===== src/rtl/color_cursor_compositor.sv =====
// color_cursor_compositor
//   Holds the brush color (advanced by rising edges of toggle), draws a
//   plus-shaped cursor in that color and merges cursor, four canvas layers
//   and the background into one RGB value per requested pixel.
//   Optional feature macro: CAMERA_BACKGROUND_EN
//     defined   -> background is camera_r/g/b
//     undefined -> background is constant white, camera inputs ignored
module color_cursor_compositor #(
   parameter int WIDTH       = 640,
   parameter int HEIGHT      = 480,
   parameter int COLOR_WIDTH = 3,
   parameter int CURSOR_ARM  = 4,
   localparam int XW = $clog2(WIDTH),
   localparam int YW = $clog2(HEIGHT)
) (
   input  logic                   clk,
   input  logic                   reset,
   input  logic                   toggle,
   input  logic [XW-1:0]          cursor_x,
   input  logic [YW-1:0]          cursor_y,
   input  logic [XW-1:0]          request_x,
   input  logic [YW-1:0]          request_y,
   input  logic                   cursor_visible,
   input  logic [COLOR_WIDTH-1:0] canvas1_color,
   input  logic                   canvas1_visible,
   input  logic [COLOR_WIDTH-1:0] canvas2_color,
   input  logic                   canvas2_visible,
   input  logic [COLOR_WIDTH-1:0] canvas3_color,
   input  logic                   canvas3_visible,
   input  logic [COLOR_WIDTH-1:0] canvas4_color,
   input  logic                   canvas4_visible,
   input  logic [7:0]             camera_r,
   input  logic [7:0]             camera_g,
   input  logic [7:0]             camera_b,
   output logic [COLOR_WIDTH-1:0] current_color,
   output logic [7:0]             render_r,
   output logic [7:0]             render_g,
   output logic [7:0]             render_b
);

   typedef struct packed {
      logic [7:0] r;
      logic [7:0] g;
      logic [7:0] b;
   } rgb_t;

   localparam logic [COLOR_WIDTH-1:0] COLOR_NONE  = '0;
   localparam logic [COLOR_WIDTH-1:0] COLOR_FIRST = COLOR_WIDTH'(1);
   localparam logic [COLOR_WIDTH-1:0] COLOR_LAST  = '1;
   localparam logic [XW:0]            ARM_X       = (XW+1)'(CURSOR_ARM);
   localparam logic [YW:0]            ARM_Y       = (YW+1)'(CURSOR_ARM);
   localparam int                     NUM_LAYERS  = 5;

   // Palette lookup; code 0 never reaches here because transparent layers
   // are skipped before mapping.
   function automatic rgb_t palette(input logic [COLOR_WIDTH-1:0] code);
      rgb_t c;
      case (code)
         COLOR_WIDTH'(1): c = '{8'h00, 8'h00, 8'h00};
         COLOR_WIDTH'(2): c = '{8'hFF, 8'hFF, 8'hFF};
         COLOR_WIDTH'(3): c = '{8'hFF, 8'h00, 8'h00};
         COLOR_WIDTH'(4): c = '{8'h00, 8'hFF, 8'h00};
         COLOR_WIDTH'(5): c = '{8'h00, 8'h00, 8'hFF};
         COLOR_WIDTH'(6): c = '{8'hFF, 8'hFF, 8'h00};
         COLOR_WIDTH'(7): c = '{8'h00, 8'hFF, 8'hFF};
         default:         c = '{8'h00, 8'h00, 8'h00};
      endcase
      return c;
   endfunction

   // ------------------------------------------------------------------
   // Color selector
   // ------------------------------------------------------------------
   logic toggle_q;

   // Brush color steps on toggle rising edges; reset reloads the edge
   // history so a toggle held across reset release does not count.
   always_ff @(posedge clk) begin
      toggle_q <= toggle;
      if (reset) begin
         current_color <= COLOR_FIRST;
      end else if (toggle && !toggle_q) begin
         current_color <= (current_color == COLOR_LAST) ? COLOR_FIRST
                                                        : current_color + COLOR_FIRST;
      end
   end

   // ------------------------------------------------------------------
   // Cursor renderer
   // ------------------------------------------------------------------
   // Differences are taken one bit wider than the coordinates so that
   // positions near an edge clip instead of wrapping to the far side.
   logic signed [XW:0]     dx;
   logic signed [YW:0]     dy;
   logic [XW:0]            adx;
   logic [YW:0]            ady;
   logic                   on_cursor;
   logic [COLOR_WIDTH-1:0] cursor_code;

   // Plus-shape hit test against the current cursor position.
   always_comb begin
      dx          = $signed({1'b0, request_x}) - $signed({1'b0, cursor_x});
      dy          = $signed({1'b0, request_y}) - $signed({1'b0, cursor_y});
      adx         = dx[XW] ? $unsigned(-dx) : $unsigned(dx);
      ady         = dy[YW] ? $unsigned(-dy) : $unsigned(dy);
      on_cursor   = ((dx == '0) && (ady <= ARM_Y)) ||
                    ((dy == '0) && (adx <= ARM_X));
      cursor_code = on_cursor ? current_color : COLOR_NONE;
   end

   // ------------------------------------------------------------------
   // Background
   // ------------------------------------------------------------------
   rgb_t bg;
`ifdef CAMERA_BACKGROUND_EN
   assign bg = '{camera_r, camera_g, camera_b};
`else
   logic unused_camera;
   assign bg            = '{8'hFF, 8'hFF, 8'hFF};
   assign unused_camera = ^{camera_r, camera_g, camera_b};
`endif

   // ------------------------------------------------------------------
   // Compositor
   // ------------------------------------------------------------------
   // Index 0 is lowest priority, NUM_LAYERS-1 highest.
   logic [NUM_LAYERS-1:0][COLOR_WIDTH-1:0] layer_code;
   logic [NUM_LAYERS-1:0]                  layer_vis;
   rgb_t                                   pix;

   assign layer_code = {cursor_code, canvas4_color, canvas3_color,
                        canvas2_color, canvas1_color};
   assign layer_vis  = {cursor_visible, canvas4_visible, canvas3_visible,
                        canvas2_visible, canvas1_visible};

   // Walk layers low to high so the highest participating one wins.
   always_comb begin
      pix = bg;
      for (int i = 0; i < NUM_LAYERS; i++) begin
         if (layer_vis[i] && (layer_code[i] != COLOR_NONE))
            pix = palette(layer_code[i]);
      end
   end

   assign render_r = pix.r;
   assign render_g = pix.g;
   assign render_b = pix.b;

endmodule


===== config.mk =====
export PLATFORM = sky130hd
export DESIGN_NAME = color_cursor_compositor
export DESIGN_NICKNAME = d
export VERILOG_FILES = /design/src/rtl/color_cursor_compositor.sv
export SDC_FILE = /design/constraint.sdc
export NUM_CORES = 1
export LEC_CHECK = 0
export CAP_MARGIN = 10
export CORE_ASPECT_RATIO = 1.75
export CORE_MARGIN = 4
export CORE_UTILIZATION = 35
export DETAILED_ROUTE_END_ITERATION = 10
export PLACE_DENSITY = 0.7
export SLEW_MARGIN = 0
export SYNTH_ARGS = -nofsm -noshare
export SYNTH_HDL_FRONTEND = slang
export SYNTH_SLANG_ARGS = --single-unit
export TNS_END_PERCENT = 10

===== constraint.sdc =====
create_clock -name clk -period 8.3 [get_ports clk]
set_input_delay 1.66 -clock clk [delete_from_list [all_inputs] [get_ports clk]]
set_output_delay 1.66 -clock clk [all_outputs]
set_load 0.01 [all_outputs]

Word-level counts from Yosys, hierarchy flattened

Index checks and enable logic that the tools add are counted.

$add $sub $neg: 5
$lt $le $gt $ge: 2
Equal/unequal tests: 31
Multiplexer cells: 14
Reductions and logical operators: 17

Operator list:

| cell                                                                   | number |
|---|---|
| 24-bit one-hot mux with 6 select lines                                 | 5 |
| 24-bit 2-to-1 mux                                                      | 5 |
| 3-bit equality test, second input constant                             | 21 |
| 3-bit by 2-bit equality test with 1-bit output, second input constant  | 10 |
| 3-bit nonzero test                                                     | 5 |
| 11-bit by 3-bit <= comparator with 1-bit output, second input constant | 1 |
| 11-bit logical NOT                                                     | 1 |
| 11-bit 2-to-1 mux                                                      | 1 |
| 11-bit negation                                                        | 1 |
| 10-bit by 10-bit subtractor with 11-bit output                         | 1 |
| 10-bit by 3-bit <= comparator with 1-bit output, second input constant | 1 |
| 10-bit logical NOT                                                     | 1 |
| 10-bit 2-to-1 mux                                                      | 1 |
| 10-bit negation                                                        | 1 |
| 9-bit by 9-bit subtractor with 10-bit output                           | 1 |
| 1-bit logical AND                                                      | 8 |
| 3-bit 2-to-1 mux                                                       | 2 |
| 3-bit by 1-bit adder with 3-bit output, second input constant          | 1 |
| 1-bit logical NOT                                                      | 1 |
| 1-bit logical OR                                                       | 1 |

Register bits: 4
Input port bits: 82
Output and inout port bits: 27
Word-level logic and storage cells: 71

Logic depth before layout (Yosys ltp)

Depth after elaboration: 10
Gate-level depth with buffers: 16
Mapped depth without buffers: 14

Worst setup path before layout

No wires, ideal clock.

Path kind: input to output
Start point: in request_y[0]
End point: out render_g[1]
Arrival time: 5.107 ns
Data required time: 6.640 ns
Slack: 1.533 ns
Stages: 16
Path buffers: 2
Path through: inv_1 ha_1 inv_1 fa_1 buf_6 a21o_1 a221oi_4 a21oi_1 xnor2_1 nor2_1 nand2_1 a2111oi_1 a32oi_4 mux2i_1 nor3_1 buf_4

Longest elaborated chain between the ends: 10
Elaborated cells between the ends (all ways): 19
Classes of those cells: 2 x add/sub; 1 x order compare; 6 x eq/ne; 4 x mux; 6 x reduce/logical

RTL lines:

| element                                                                     | RTL line | source |
|---|---|---|
| start: declaration                                                          | 22       | `input logic [YW-1:0] request_y,` |
| 9-bit by 9-bit subtractor with 10-bit output (*)                            | 103      | `dy = $signed({1'b0, request_y}) - $signed({1'b0, cursor_y});` |
| 10-bit negation                                                             | 105      | `ady = dy[YW] ? $unsigned(-dy) : $unsigned(dy);` |
| 10-bit 2-to-1 mux                                                           | 105      |  |
| 10-bit by 3-bit <= comparator with 1-bit output                             | 106      | `on_cursor = ((dx == '0) && (ady <= ARM_Y)) \|\|` |
| 1-bit logical AND                                                           | 106      |  |
| 1-bit logical OR (*)                                                        | 106      |  |
| 3-bit 2-to-1 mux (*)                                                        | 108      | `cursor_code = on_cursor ? current_color : COLOR_NONE;` |
| 3-bit equality test (tied with other cells)                                 | 58       | `case (code)` |
| 24-bit one-hot mux with 6 select lines or 1-bit logical AND (tied branches) | 58, 140  |  |
| 24-bit 2-to-1 mux (*)                                                       | 140      | `if (layer_vis[i] && (layer_code[i] != COLOR_NONE))` |
| end: declaration                                                            | 37       | `output logic [7:0] render_g,` |

Mark *: on every way between the ends. The rest lies on a longest branch, timed or not.

Final worst setup path

Start point: in cursor_y[0]
End point: out render_g[2]

Longest elaborated chain between the ends: 10
Elaborated cells between the ends (all ways): 19
Classes of those cells: 2 x add/sub; 1 x order compare; 6 x eq/ne; 4 x mux; 6 x reduce/logical

RTL lines:

| element                                                                     | RTL line | source |
|---|---|---|
| start: declaration                                                          | 20       | `input logic [YW-1:0] cursor_y,` |
| 9-bit by 9-bit subtractor with 10-bit output (*)                            | 103      |  |
| 10-bit negation                                                             | 105      |  |
| 10-bit 2-to-1 mux                                                           | 105      |  |
| 10-bit by 3-bit <= comparator with 1-bit output                             | 106      |  |
| 1-bit logical AND                                                           | 106      |  |
| 1-bit logical OR (*)                                                        | 106      |  |
| 3-bit 2-to-1 mux (*)                                                        | 108      |  |
| 3-bit equality test (tied with other cells)                                 | 58       |  |
| 24-bit one-hot mux with 6 select lines or 1-bit logical AND (tied branches) | 58, 140  |  |
| 24-bit 2-to-1 mux (*)                                                       | 140      |  |

Marked as above.

==> metrics <==
grt met2 use about 28%; max-cap violations 0; CP cell instances clkdlybuf4s50_1 -> ha_1 -> inv_1 -> fa_1 -> a21o_1 -> a221oi_4 -> a21oi_1 -> xnor2_1 -> nor2_1 -> nand2_1 -> a2111oi_1 -> a32oi_4 -> mux2i_1 -> nor3_1 -> clkdlybuf4s50_1; Synth Instances about 290; cts repair resizes 0; status completed; Max Root-Sink Buffers 2; Post-synth top flop dfxtp_1; Setup Viol. Count Final 0; fin crit share about 94%; Mapped Area between 0.002 and 0.0025 mm^2; Antenna Nets Post-Route 0; Inserted Diodes 0; 1st-iter DRT viols approximately 110; met1 Resource Use GR between 10% and 20%; clk slew on worst S/H paths ~0.030 ns; Final nets about 460; hold slack 0.608 ns; flops & latches, synth 4; setup repair bufs after CTS 0; CP max stage delay approximately 0.68 ns; Seq/Total Area, Yosys ~3.8%; post-synthesis compound-gate area fraction a little under a third; Clock Skews ~0.0029 ns; hold crit path type reg2reg; unrepaired setup endpoints after global routing no; CTS tree built; ranking of synthesized cells by area ha_1 12%, buf_4 7.4%, nand2_1 5.3%, inv_1 5.1%, dfxtp_1 3.8%; leakage 1.24 nW; CTS Hold Bufs 0; Die X roughly 67 um; # rows 37; worst-path maximum fanout 8; Max VDD drop 0.0457 mV; Synth Area in Simple Gates 24.4%; DP Wirelength approximately 4600 um; CP startpoint cursor_y[0]; Synth cell types 70; final WL roughly 5300 um; Synth Area in Adders between 15 and 20%; post-synthesis mux area share between 3 and 4%; Register Area approximately 80 um^2; routability cong. around 0.89; slowest cell on the critical path clkdlybuf4s50_1; fillers 611; gr ovfl total 0; met3 GRT Util under 10%; H-tree levels 1; drt pass-1 iters 4; largest net degree at the start of global routing 11; Worst setup SP type primary input; Top Usage Layer GRT met2; gr usage total 14.4%; max-slew violation count 0; Post-route DRC 0; final core occ between 40 and 50%; Avg Inst Size Synth 7.43 um^2; critical path class in2out; number of synthesized flops with an enable pin 0; worst hold start toggle_q$_DFF_P_; share of cells above drive strength 1 about 8.0%; worst reg2reg startpoint current_color[0]$_SDFFE_PP1P_; area share of the largest cell type after synthesis approximately an eighth; crit path DAT 6.11 ns; maximum clock frequency 0.129 GHz; setup TNS 0 ns; vias 2262; ys async rst share 0%; antenna violations before repair 0; CTS buffer count 3; pwr dens 99.4 mW/mm^2; vias in the first global route between 2000 and 2500; Syn. warnings 0; core area around 0.0059 mm^2; routed length per instance 12.4 um; first-pass GRT wire length slightly above 9000 um; die area 0.00745 mm^2; CTS sink cnt 4; die height ~110 um; main combinational cell family by area after synthesis compound AO/OA/AOI/OAI gates; P&R area growth vs syn 36.7%; worst endpoint required time around 6.6 ns; endpoints failing hold 0; most used cell, CP clkdlybuf4s50_1; Critical Path Sink Type output pin; Synth area leader ha_1; via density per instance about 5.3; Max-Slew Margin vs Limit roughly 55%; Initial Util between 30% and 40%; Ports approximately 110; worst skew pair latency ~0.22 ns; Post-Syn Nets 392; PortBufs 84; XOR/XNOR share of the synthesized area under 10%; root buffer cell clkbuf_8; area of the multi-input gates ~0.0017 mm^2; worst-margin pin slew roughly 0.66 ns; Final min period a little under 8 ns
layer usage:
metal,routed length (um),share of wire [%],up-vias
met3,227,4.3,5
met5,0,0,-
li1,-,-,1158
met4,27,0.51,0
met1,2000,38,1049
met2,3030,57,50
cells by family after synthesis:
logic type / Yosys count
adder cells (fa/ha/maj): 25
AO/OA/AOI/OAI: 77
flip-flops: 4
multiplexers: 8
buffers and inverters: 56
AND/OR/NAND/NOR: 102
XOR/XNOR: 15
registers in the layout, indices dropped and copies added, names as in the netlist:
register,count
current_color,3
toggle_q,1
critical path, delay by kind of cell:
| family | cells | cell delay [ns] |
|---|---|---|
| AO/OA/AOI/OAI | 5 | 1.37 |
| XOR/XNOR | 1 | 0.18 |
| AND/OR/NAND/NOR | 3 | 0.83 |
| multiplexers | 1 | 0.16 |
| buffers and inverters | 3 | 1.20 |
| adder cells (fa/ha/maj) | 2 | 0.70 |
synth_stat cells (3+ instances only):
master,instances
nand2_1,30
inv_1,29
buf_4,21
ha_1,21
nor2_1,20
a21oi_1,12
nor3_1,10
a21o_1,8
xnor2_1,8
mux2i_1,7
nand3b_1,6
nand3_1,5
xor2_1,5
a31oi_1,4
dfxtp_1,4
nand4_1,4
nor2b_1,4
nor3b_1,4
o21ai_0,4
a32oi_1,3
and3_1,3
buf_6,3
nand2b_1,3
nor4_1,3
o2111ai_1,3
o211ai_1,3
or2_2,3
layout by cell type, fill, tap and decap left out, drive strengths merged, types with 3 or more instances in the layout:
cell type / n
and3: 3
nor4: 3
nor3: 10
a31oi: 5
xor2: 7
or2: 3
nand3: 5
nand3b: 7
mux2i: 7
inv: 29
a21oi: 14
xnor2: 8
nand2b: 3
o211ai: 3
clkdlybuf4s50: 84
o21ai: 6
dfxtp: 4
nor2b: 5
a21o: 8
nand2: 30
a32oi: 4
nand4: 4
nor3b: 4
clkbuf: 3
o2111ai: 4
nor2: 20
ha: 21
layout make-up:
type                       instances  area share (%)
multi-input combinational        227            59.7
timing repair buffer              85            29.1
inverter                          29            3.73
tap                               78            3.35
sequential                         4            2.75
clock buffer                       3            1.42
per-stage QoR:
step           power [mW]  cells  setup WS, ns  area, um^2
2_1_floorplan       0.184    287          1.53        2130
3_3_place_gp        0.247    423         0.522        2870
4_1_cts             0.293    426         0.479        2920
3_5_place_dp        0.251    423         0.485        2870
5_1_grt             0.316    426        0.0663        2920
6_report            0.290    426         0.534        2920
worst paths after layout:
check / end / slack (ns) / cells after the start
max: render_g[2] / 0.53 / 15
max reg2reg: current_color[2]$_SDFFE_PP0P_ / 7.10 / 4
min: current_color[1]$_SDFFE_PP0P_ / 0.61 / 3
min reg2reg: current_color[1]$_SDFFE_PP0P_ / 0.61 / 3
report_power, final:
group          total [mW]  switching [mW]  internal [mW]
combinational       0.227           0.109          0.118
clock              0.0402         0.00939         0.0308
sequential         0.0226         0.00205         0.0205
total               0.290           0.121          0.169
Power figures use the tool's default switching activity.
==> variant 1: new RTL, same settings <==
The option `CAMERA_BACKGROUND_EN` is turned on by a define.
--- a/src/rtl/color_cursor_compositor.sv
+++ b/src/rtl/color_cursor_compositor.sv
@@ -5,6 +5,8 @@
 //   Optional feature macro: CAMERA_BACKGROUND_EN
 //     defined   -> background is camera_r/g/b
 //     undefined -> background is constant white, camera inputs ignored
+`define CAMERA_BACKGROUND_EN
+
 module color_cursor_compositor #(
    parameter int WIDTH       = 640,
    parameter int HEIGHT      = 480,
Formal check against the unedited RTL: not equivalent (Yosys sat finds a counterexample within 4 cycles, from zero or initial values and one cycle with reset high).
==> variant 1 against the original RTL <==
Design area up 36%. Clock skew down 1.7 ps. Sequential share of layout area down 0.72 points. Routed wire length up 69%. Area after synthesis up 30%. Worst setup slack worse by 61 ps. Non-clock buffer count up 25. Utilization up 2.4 points. Sequential cell count unchanged. Critical path type unchanged. Power up 25%. Count of clock-buffer cells in the layout unchanged. Combinational power up 17%. Synthesized cell count up 55%.
==> variant 1: results (changes against the original RTL) <==
worst_setup_path:
  critPathSlowestCell: "a21oi_4"
  crit_fanout: 24  # +16
  cpPeakStageDelay_ps: 550  # -130 ps
  critPathArrivalTime_ps: 6170  # +60 ps
synth:
  yosys-top-cells-area: "a21oi_1 (12%), ha_1 (9.5%), o21ai_0 (7.9%)"
  ys_warn_count: 0  # unchanged
  synth_sequential_area_ratio: 0.0289  # -0.00869
  yosys.area.top_type_share: 0.123  # -0.000551
  synth_commonest_cells: "a21oi_1 (68), nand2_1 (44), o21ai_0 (44)"
  netlist-cell-type-count: 69  # -1.4%
  syn_inst: 444  # +55%
  synth_nets: 549  # +40%
sta:
  skew_ps: 1.11  # -1.75 ps
  worstMarginPinSlew_ps: 791  # +126 ps
  hold_slack_ps: 641  # +33.1 ps
grt:
  grt_pass1_wl_mm: 14.4  # +57%
  grt_max_degree: 25  # +14
  grt_pass1_vias: 3432  # +53%
  grt_usage: 0.180  # +0.0360
placed_design:
  dpl.hpwl_mm: 7.63  # +66%
  place.gp.congestion: 0.913  # +2.6%
  numPortBuffers: 108  # +29%
power:
  p_int_w: 0.000215  # +27%
  ir_worst_vdd_v: 0.0000763  # +67%
final_layout:
  instances_no_fill: 624  # +46%
  drive_gt1_frac: 0.0373  # -0.0431
  nNetsFinal: 643  # +41%
  n_antenna_cell: 0  # unchanged
route:
  wl_per_cell_um: 14.3  # +16%
  vias: 3494  # +54%
status:
  outcome: "finished clean"
cts:
  root_buffer: "clkbuf_16"
floorplanning:
  row_count: 42  # +14%
==> variant 1: routing by layer <==
metal  routed length, um  vias up  part of all wire  global-route usage
met2                5260      100              0.59               0.384
met4                 118        0             0.013              0.0422
met3                 428       10             0.048              0.0112
met5                   0        -                 0                   0
li1                    -     1819                 -                   -
met1                3150     1565              0.35               0.169
==> variant 1: cell type report <==
cell class	instances	area (sq um)
tap	88	110
fill	765	3660
clock buffer	3	75.1
multi-input combinational	388	2480
inverter	31	116
timing repair buffer	110	1100
sequential	4	80.1
==> variant 1: worst paths after layout <==
kind | cells after the start | endpoint | from
worst min register to register | 2 | current_color[2] | current_color[2]
worst min-delay path | 2 | current_color[2] | current_color[2]
worst max register to register | 5 | current_color[0] | current_color[0]
worst max-delay path | 14 | render_r[7] | cursor_y[0]
==> variant 1: power by group through the flow <==
stage	clock network [W]	logic, W	registers, W
global placement	0	0.000261	0.0000227
detailed placement	0	0.000265	0.0000227
finish	0.0000744	0.000266	0.0000224
global route	0.0000762	0.000295	0.0000227
floorplan	0	0.000164	0.0000226
CTS	0.0000748	0.000266	0.0000225
==> variant 1: kinds of logic after synthesis <==
kind of cell / after synthesis / synth area share
AO/OA/AOI/OAI: 189 / 0.431
AND/OR/NAND/NOR: 156 / 0.283
buffers and inverters: 52 / 0.0798
adder cells (fa/ha/maj): 28 / 0.127
XOR/XNOR: 9 / 0.0284
multiplexers: 6 / 0.0221
flip-flops: 4 / 0.0289
==> variant 1: metrics by stage <==
stage	worst slack (ps)	utilization	power, W
global route	53.0	0.520	0.000394
detailed placement	488	0.510	0.000288
CTS	476	0.520	0.000364
floorplan	1950	-	0.000186
finish	474	0.520	0.000363
global placement	600	0.510	0.000283
==> variant 2: new RTL, same flow settings <==
Made on the original files. Register the input `cursor_y` before use, without a reset. The logic sees it one clock later. The other inputs are not delayed to match.
--- a/src/rtl/color_cursor_compositor.sv
+++ b/src/rtl/color_cursor_compositor.sv
@@ -51,6 +51,12 @@
    localparam logic [YW:0]            ARM_Y       = (YW+1)'(CURSOR_ARM);
    localparam int                     NUM_LAYERS  = 5;
 
+   logic [YW-1:0] cursor_y_q;
+
+   always_ff @(posedge clk) begin
+      cursor_y_q <= cursor_y;
+   end
+
    // Palette lookup; code 0 never reaches here because transparent layers
    // are skipped before mapping.
    function automatic rgb_t palette(input logic [COLOR_WIDTH-1:0] code);
@@ -100,7 +106,7 @@
    // Plus-shape hit test against the current cursor position.
    always_comb begin
       dx          = $signed({1'b0, request_x}) - $signed({1'b0, cursor_x});
-      dy          = $signed({1'b0, request_y}) - $signed({1'b0, cursor_y});
+      dy          = $signed({1'b0, request_y}) - $signed({1'b0, cursor_y_q});
       adx         = dx[XW] ? $unsigned(-dx) : $unsigned(dx);
       ady         = dy[YW] ? $unsigned(-dy) : $unsigned(dy);
       on_cursor   = ((dx == '0) && (ady <= ARM_Y)) ||
Check against the original RTL: not equivalent (a bounded check fails within 4 cycles, from zero or initial values and one cycle with reset high).
==> variant 2 against the original RTL <==
Worst setup slack better by 150 ps. Routed wire length is 17% higher. Via count is 11% higher. Synthesized cell count is 13% higher. Sequential cell count is 9 higher. Power is 37% higher. Fmax is 2.0% higher. Design area is 12% higher. Area after synthesis is 14% higher. Clock power is 130% higher. Largest power group unchanged. Highest routed layer unchanged.
==> variant 2: results (changes against the original RTL) <==
status:
  outcome: "finished clean"
synth:
  synth_nets: 430  # +9.7%
  synth_sequential_area_ratio: 0.107  # +0.0699
  syn_inst: 325  # +13%
  netlist-cell-type-count: 74  # +5.7%
  synth_commonest_cells: "inv_1 (31), nor2_1 (30), nand2_1 (27)"
  yosys-top-cells-area: "ha_1 (11%), dfxtp_1 (11%), buf_4 (7.1%)"
final_layout:
  nNetsFinal: 494  # +8.6%
  drive_gt1_frac: 0.0773  # -0.00314
  instances_no_fill: 470  # +10%
  reg_top3: "cursor_y_q x9, current_color x3, toggle_q x1"
  n_fill_cell: 686  # +12%
sta:
  worstMarginPinSlew_ps: 490  # -175 ps
  skew_ps: 6.15  # +3.30 ps
  fin_crit_sh: 0.917  # -0.0184
worst_setup_path:
  crit_path_end: "render_g[0]"
  cpPeakStageDelay_ps: 540  # -140 ps
  critPathArrivalTime_ps: 5950  # -160 ps
  reg2reg_slack_ps: 7090  # about the same
  worstSetupStartpoint: "request_y[0]"
placed_design:
  dp_slack_ps: 676  # +190 ps
  placedCellCount: 466  # +10%
  place.gp.congestion: 0.932  # +4.7%
  dpl.hpwl_mm: 5.26  # +14%
power:
  p_seq_frac: 0.174  # +0.096
  p_int_w: 0.000249  # +47%
  p_clk_frac: 0.236  # +0.097
  power_density_nw_per_um2: 121  # +22%
  ir_worst_vdd_v: 0.0000637  # +39%
grt:
  grt_pass1_wl_mm: 10.1  # +11%
  grt_pass1_vias: 2407  # +7.5%
min_path:
  hold_depth: 2  # -1
  worstHoldStart: "current_color[1]"
route:
  vias_per_cell: 5.33  # +0.46%
  routed_wl_mm: 6.19  # +17%
cts:
  root_buffer: "clkbuf_16"
  clock_latency_ps: 250  # +30 ps
floorplanning:
  dieArea_sq_um: 8370  # +12%
variant 2: cell type report:
type / instances / area [sq um] / share of cell area
multi-input cells: 255 / 1860 / 0.569
repair buffers: 85 / 848 / 0.260
flip-flops and latches: 13 / 260 / 0.0797
inverters: 31 / 116 / 0.0356
well taps: 82 / 103 / 0.0314
clock buffers: 4 / 78.8 / 0.0241
variant 2: logic make-up (layout without fill, tap and decap cells):
family / after synthesis / in the layout / synth area share
xor gates and xnor gates: 12 / 12 / 0.0465
DFF: 13 / 13 / 0.107
adders and majority gates: 25 / 25 / 0.133
buffers and inverters: 57 / 120 / 0.126
muxes: 3 / 3 / 0.0124
and+or+nand+nor: 114 / 114 / 0.255
AOI/OAI and AO/OA: 101 / 101 / 0.320
variant 2: routing by layer:
layer	track usage	routed length, um
met4	0.0306	63
met3	0.0222	313
met1	0.145	2310
met2	0.287	3500
met5	0	0
